$ cat src/rtl/imm_decode_stage.sv
// imm_decode_stage: RV immediate decoder with a registered output stage and one-entry skid buffer.
// Tracks a saturating count of accepted illegal instructions.
module imm_decode_stage #(
   parameter int XLEN  = 32,
   parameter int CNT_W = 8
) (
   input  logic             clk,
   input  logic             rst_n,
   input  logic             flush,
   input  logic             in_valid,
   output logic             in_ready,
   input  logic [31:0]      inst_code,
   output logic             out_valid,
   input  logic             out_ready,
   output logic [XLEN-1:0]  imm_out,
   output logic [2:0]       imm_fmt,
   output logic             illegal,
   output logic [CNT_W-1:0] illegal_cnt
);
   logic [6:0]      op;
   logic [2:0]      f3;
   logic [5:0]      shamt;
   logic [XLEN-1:0] d_imm, skid_imm;
   logic [2:0]      d_fmt, skid_fmt;
   logic            d_ill, skid_ill, skid_valid, acc, xfer;
   function automatic logic [XLEN-1:0] sx(input logic [31:0] v);
      return XLEN'($signed(v));
   endfunction
   assign op   = inst_code[6:0];
   assign f3   = inst_code[14:12];
   assign acc  = in_valid & in_ready;
   assign xfer = out_valid & out_ready;
   // OP-IMM on RV64 uses a 6-bit shamt; OP-IMM-32 and RV32 use 5 bits
   assign shamt = (XLEN == 64 && op == 7'b0010011) ? inst_code[25:20] : {1'b0, inst_code[24:20]};
   always_comb begin
      d_imm = '0;
      d_fmt = 3'd7;
      case (op)
         7'b0000011, 7'b1100111: begin
            d_imm = sx({{20{inst_code[31]}}, inst_code[31:20]});
            d_fmt = 3'd1;
         end
         7'b0010011, 7'b0011011:
            if (op == 7'b0010011 || XLEN == 64) begin
               d_fmt = (f3 == 3'b001 || f3 == 3'b101) ? 3'd6 : 3'd1;
               d_imm = (d_fmt == 3'd6) ? XLEN'(shamt) : sx({{20{inst_code[31]}}, inst_code[31:20]});
            end
         7'b0100011: begin
            d_imm = sx({{20{inst_code[31]}}, inst_code[31:25], inst_code[11:7]});
            d_fmt = 3'd2;
         end
         7'b1100011: begin
            d_imm = sx({{19{inst_code[31]}}, inst_code[31], inst_code[7], inst_code[30:25], inst_code[11:8], 1'b0});
            d_fmt = 3'd3;
         end
         7'b0110111, 7'b0010111: begin
            d_imm = sx({inst_code[31:12], 12'b0});
            d_fmt = 3'd4;
         end
         7'b1101111: begin
            d_imm = sx({{11{inst_code[31]}}, inst_code[31], inst_code[19:12], inst_code[20], inst_code[30:21], 1'b0});
            d_fmt = 3'd5;
         end
         7'b1110011: begin
            d_imm = XLEN'(inst_code[31:20]);
            d_fmt = 3'd1;
         end
         7'b0110011: d_fmt = 3'd0;
         7'b0111011: d_fmt = (XLEN == 64) ? 3'd0 : 3'd7;
         default: ;
      endcase
      d_ill = d_fmt == 3'd7;
   end
   always_ff @(posedge clk or negedge rst_n) begin
      if (!rst_n) begin
         out_valid   <= 1'b0;
         imm_out     <= '0;
         imm_fmt     <= 3'd0;
         illegal     <= 1'b0;
         skid_valid  <= 1'b0;
         skid_imm    <= '0;
         skid_fmt    <= 3'd0;
         skid_ill    <= 1'b0;
         in_ready    <= 1'b1;
         illegal_cnt <= '0;
      end else if (flush) begin
         out_valid  <= 1'b0;
         skid_valid <= 1'b0;
         in_ready   <= 1'b1;
      end else begin
         // skid can only be full while in_ready=0, so skid drain and accept never coincide
         if (!out_valid || xfer) begin
            out_valid <= skid_valid | acc;
            if (skid_valid) begin
               imm_out    <= skid_imm;
               imm_fmt    <= skid_fmt;
               illegal    <= skid_ill;
               skid_valid <= 1'b0;
               in_ready   <= 1'b1;
            end else if (acc) begin
               imm_out <= d_imm;
               imm_fmt <= d_fmt;
               illegal <= d_ill;
            end
         end else if (acc) begin
            skid_imm   <= d_imm;
            skid_fmt   <= d_fmt;
            skid_ill   <= d_ill;
            skid_valid <= 1'b1;
            in_ready   <= 1'b0;
         end
         if (acc && d_ill && illegal_cnt != '1)
            illegal_cnt <= illegal_cnt + CNT_W'(1);
      end
   end
endmodule

$ cat config.mk
export PLATFORM = sky130hd
export DESIGN_NAME = imm_decode_stage
export DESIGN_NICKNAME = d
export VERILOG_FILES = /design/src/rtl/imm_decode_stage.sv
export SDC_FILE = /design/constraint.sdc
export NUM_CORES = 1
export LEC_CHECK = 0
export BUFFER_PORTS_ARGS = -buffer_cell sky130_fd_sc_hd__buf_2
export CORE_ASPECT_RATIO = 1.4
export CORE_MARGIN = 5
export CORE_UTILIZATION = 55
export CTS_BUF_LIST = sky130_fd_sc_hd__clkbuf_8
export DETAILED_ROUTE_END_ITERATION = 8
export PLACE_DENSITY = 0.8
export SETUP_SLACK_MARGIN = 0.3
export SLEW_MARGIN = 20
export SYNTH_ARGS = -nofsm -noshare
export SYNTH_HDL_FRONTEND = slang
export SYNTH_SLANG_ARGS = --single-unit
$ cat constraint.sdc
create_clock -name clk -period 2.3 [get_ports clk]
set_input_delay 0.345 -clock clk [delete_from_list [all_inputs] [get_ports clk]]
set_output_delay 0.345 -clock clk [all_outputs]
set_load 0.05 [all_outputs]
==> metrics.md <==
| Metric | Value |
|---|---|
| Warnings, synthesis | `0` |
| Pwr/cell area | `approximately 900 nW/um^2` |
| Layout filler cell count | `635` |
| Seq/Total Area, Yosys | `between 50% and 60%` |
| Worst min-delay path class | `in -> reg` |
| Post-Place Cell Area | `between 4000 and 5000 um^2` |
| Endpoints failing setup | `0` |
| Worst slew margin | `62.0%` |
| EDFF count, synth | `0` |
| Diode count | `0` |
| Switching portion of total power | `between 30% and 40%` |
| Max Freq | `523 MHz` |
| GP Congestion | `0.974` |
| Flop pwr share | `44.9%` |
| Worst-path maximum fanout | `7` |
| R2R depth | `5` |
| Final Hold Viols | `0` |
| Clock root buffer | `clkbuf_8` |
| Ys async rst share | `100%` |
| CP Launch Type | `register` |
| Core area | `around 7400 um^2` |
| H-tree depth | `3` |
| GRT Util Overall | `a little under a quarter` |
| Design Power | `between 0.004 and 0.005 W` |
| Cell type with the largest total area after synthesis | `dfrtp_1` |
| Clock skew | `~0.0082 ns` |
| Router iterations before antenna repair | `5` |
| Die height | `roughly 110 um` |
| Global route overflow | `0` |
| DP HPWL | `slightly below 8000 um` |
| Leakage | `between 2 and 2.5 nW` |
| Post-DRT Antenna Nets | `0` |
| Final critical-path share of the clock period | `around 83%` |
| Top_reg_cell synth | `dfrtp_1` |
| Layout cells sized above 1 | `around 26%` |
| Synth Instances | `around 450` |
| # IOs | `83` |
| Data arrival, critical path | `about 2.2 ns` |
| Largest net degree at the start of global routing | `49` |
| Netlist cell types | `52` |
| Syn Nets | `slightly below 500` |
| Mean post-synth cell area | `just over 9 um^2` |
| Crit path cell chain | `ha_1 -> and3_1 -> a211oi_1 -> a21bo_2 -> mux2_1` |
| Dominant cells by area after synthesis | `dfrtp_1 (50%), nand2_1 (6.4%), nor2_1 (5.5%)` |
| Num rows | `37` |
| Starting Density | `56.1%` |
| # DRC | `0` |
| Max incr delay on CP | `~0.44 ns` |
| Worst VDD drop | `~950 uV` |
| Post-route cell area | `4850 um^2` |
| Initial DRC Count | `about 300` |
| Minimum clock period | `1.91 ns` |
| Cts bufs inserted | `9` |
| Worst skew pair latency | `approximately 0.36 ns` |
| Switching Power | `around 0.0017 W` |
| Crit path kind | `reg -> reg` |
| Port Buf Inserts | `82` |
| CTS max path bufs | `2` |
| Final nets | `between 500 and 600` |
| Highest-delay cell along the critical path | `dfrtp_2` |
| TritonCTS clock tree | `done` |
| Top cell type's share of synthesized area | `around 50%` |
| Clock power share | `approximately 24%` |
| CP Data Required Time | `approximately 2.6 ns` |
| Commonest cells post-synth | `dfrtp_1 (82), nand2_1 (70), nor2_1 (60)` |
| Clock slew at reported path FFs | `about 0.080 ns` |
| Least-Margin Pin Slew | `around 0.57 ns` |
| Syn Std Cell Area | `approximately 4100 um^2` |
| Max-Cap Viols | `0` |
| Die Wd | `approximately 83 um` |
| Status | `finished, final reports clean` |
| Vias post-DR | `3642` |
| Most frequent cell after synthesis | `dfrtp_1` |
| Logic pwr share | `between 30% and 40%` |
| Hold path cells | `3` |
| Routed wire length | `around 11000 um` |
| P_int | `0.00267 W` |
| Die Area | `roughly 9400 um^2` |
| DR WL/cell | `approximately 17 um` |
| Vias per cell | `5.85` |
| CP Capture Type | `register` |
| Initial antenna violation count | `0` |
| First-pass GRT wire length | `between 15000 and 20000 um` |
| Layout area overhead | `17.4%` |
| RSZ-0062 raised after global routing | `no` |
| Max Slew Vio Count | `0` |
| Setup TNS Final | `0 ns` |
| Vias in the first global route | `3628` |
| Clock sink total | `83` |
| Yosys reg bits | `just over 80` |
-- timing repair --
item | CTS | global route
endpoints found under the hold margin | 41 | 0
endpoints found under the setup margin | 0 | 7
setup buffers | 0 | 0
resized for setup | 0 | 2
hold buffers | 1 | 0
-- area by class of cell --
type                            instances  area [um^2]  share of cell area [%]
Clock buffer                           11          151                    3.12
Clock inverter                          4         42.5                   0.878
Inverter                                2         7.51                   0.155
Multi-Input combinational cell        331         1920                    39.6
Sequential cell                        83         2080                    42.9
Tap cell                               97          121                    2.50
Timing Repair Buffer                   95          526                    10.8
-- stage by stage --
step | setup WS [ns] | cells | hold slack, ns | utilization [%]
after floorplan | 0.308 | 447 | 0.0494 | -
after global placement | 0.386 | 607 | 0.372 | 63.0
after detailed placement | 0.327 | 607 | 0.375 | 63.0
after CTS | 0.336 | 623 | 0.233 | 65.8
after global routing | 0.317 | 623 | 0.254 | 65.8
final | 0.387 | 623 | 0.243 | 65.8
-- routing by layer --
metal / track usage, % / wire length (um)
met5: 0 / 0
met4: 10.8 / 400
met3: 5.95 / 698
met2: 39.2 / 5350
met1: 30.0 / 4420
-- cell families after synthesis --
| group | share of synthesized area [%] |
|---|---|
| simple gates | 25.0 |
| flops | 50.3 |
| xor+xnor | 1.91 |
| fa+ha+maj | 0.303 |
| mux | 1.00 |
| compound gates | 17.8 |
| buf+inv | 3.61 |
-- worst max-delay path, delay by kind of cell, from the launching register on --
family | cells | cell delay (ns)
AOI/OAI and AO/OA | 2 | 0.59
adders and majority gates | 1 | 0.25
DFF | 1 | 0.44
muxes | 1 | 0.33
and+or+nand+nor | 1 | 0.19
-- power by group through the flow --
stage               logic [W]  registers [W]  clock network [W]
detailed placement    0.00136        0.00198                  0
floorplan            0.000434        0.00251                  0
global placement      0.00133        0.00196                  0
finish                0.00135        0.00196            0.00105
CTS                   0.00136        0.00196            0.00107
global route          0.00146        0.00200            0.00113
-- final timing paths --
| kind | startpoint | end | slack, ns |
|---|---|---|---|
| min reg2reg | skid_imm[7]$_DFFE_PN0P_ | skid_imm[7]$_DFFE_PN0P_ | 0.48 |
| min in group asynchronous | rst_n | skid_imm[18]$_DFFE_PN0P_ | 0.51 |
| max | illegal_cnt[0]$_DFFE_PN0P_ | illegal_cnt[1]$_DFFE_PN0P_ | 0.39 |
| max in group asynchronous | rst_n | imm_out[25]$_DFFE_PN0P_ | 1.17 |
| max reg2reg | illegal_cnt[0]$_DFFE_PN0P_ | illegal_cnt[1]$_DFFE_PN0P_ | 0.39 |
| min | inst_code[14] | skid_imm[14]$_DFFE_PN0P_ | 0.24 |
-- registers in the layout (all words and copies together) (netlist names) --
register and cells:
in_ready 1, imm_out 32, skid_valid 1, illegal 1, imm_fmt 3, skid_imm 32
out_valid 1, illegal_cnt 8, skid_ill 1, skid_fmt 3
-- placed cells by master (no fill, tap or decap), drive strengths merged, types with 11 or more instances in the layout --
cell    count
buf        94
o21ai      19
dfrtp      82
nand2      70
nor3b      19
nand3      12
a211oi     18
a21oi      33
a31oi      22
nor2       62
clkbuf     11
(Power assumes the default switching activity.)
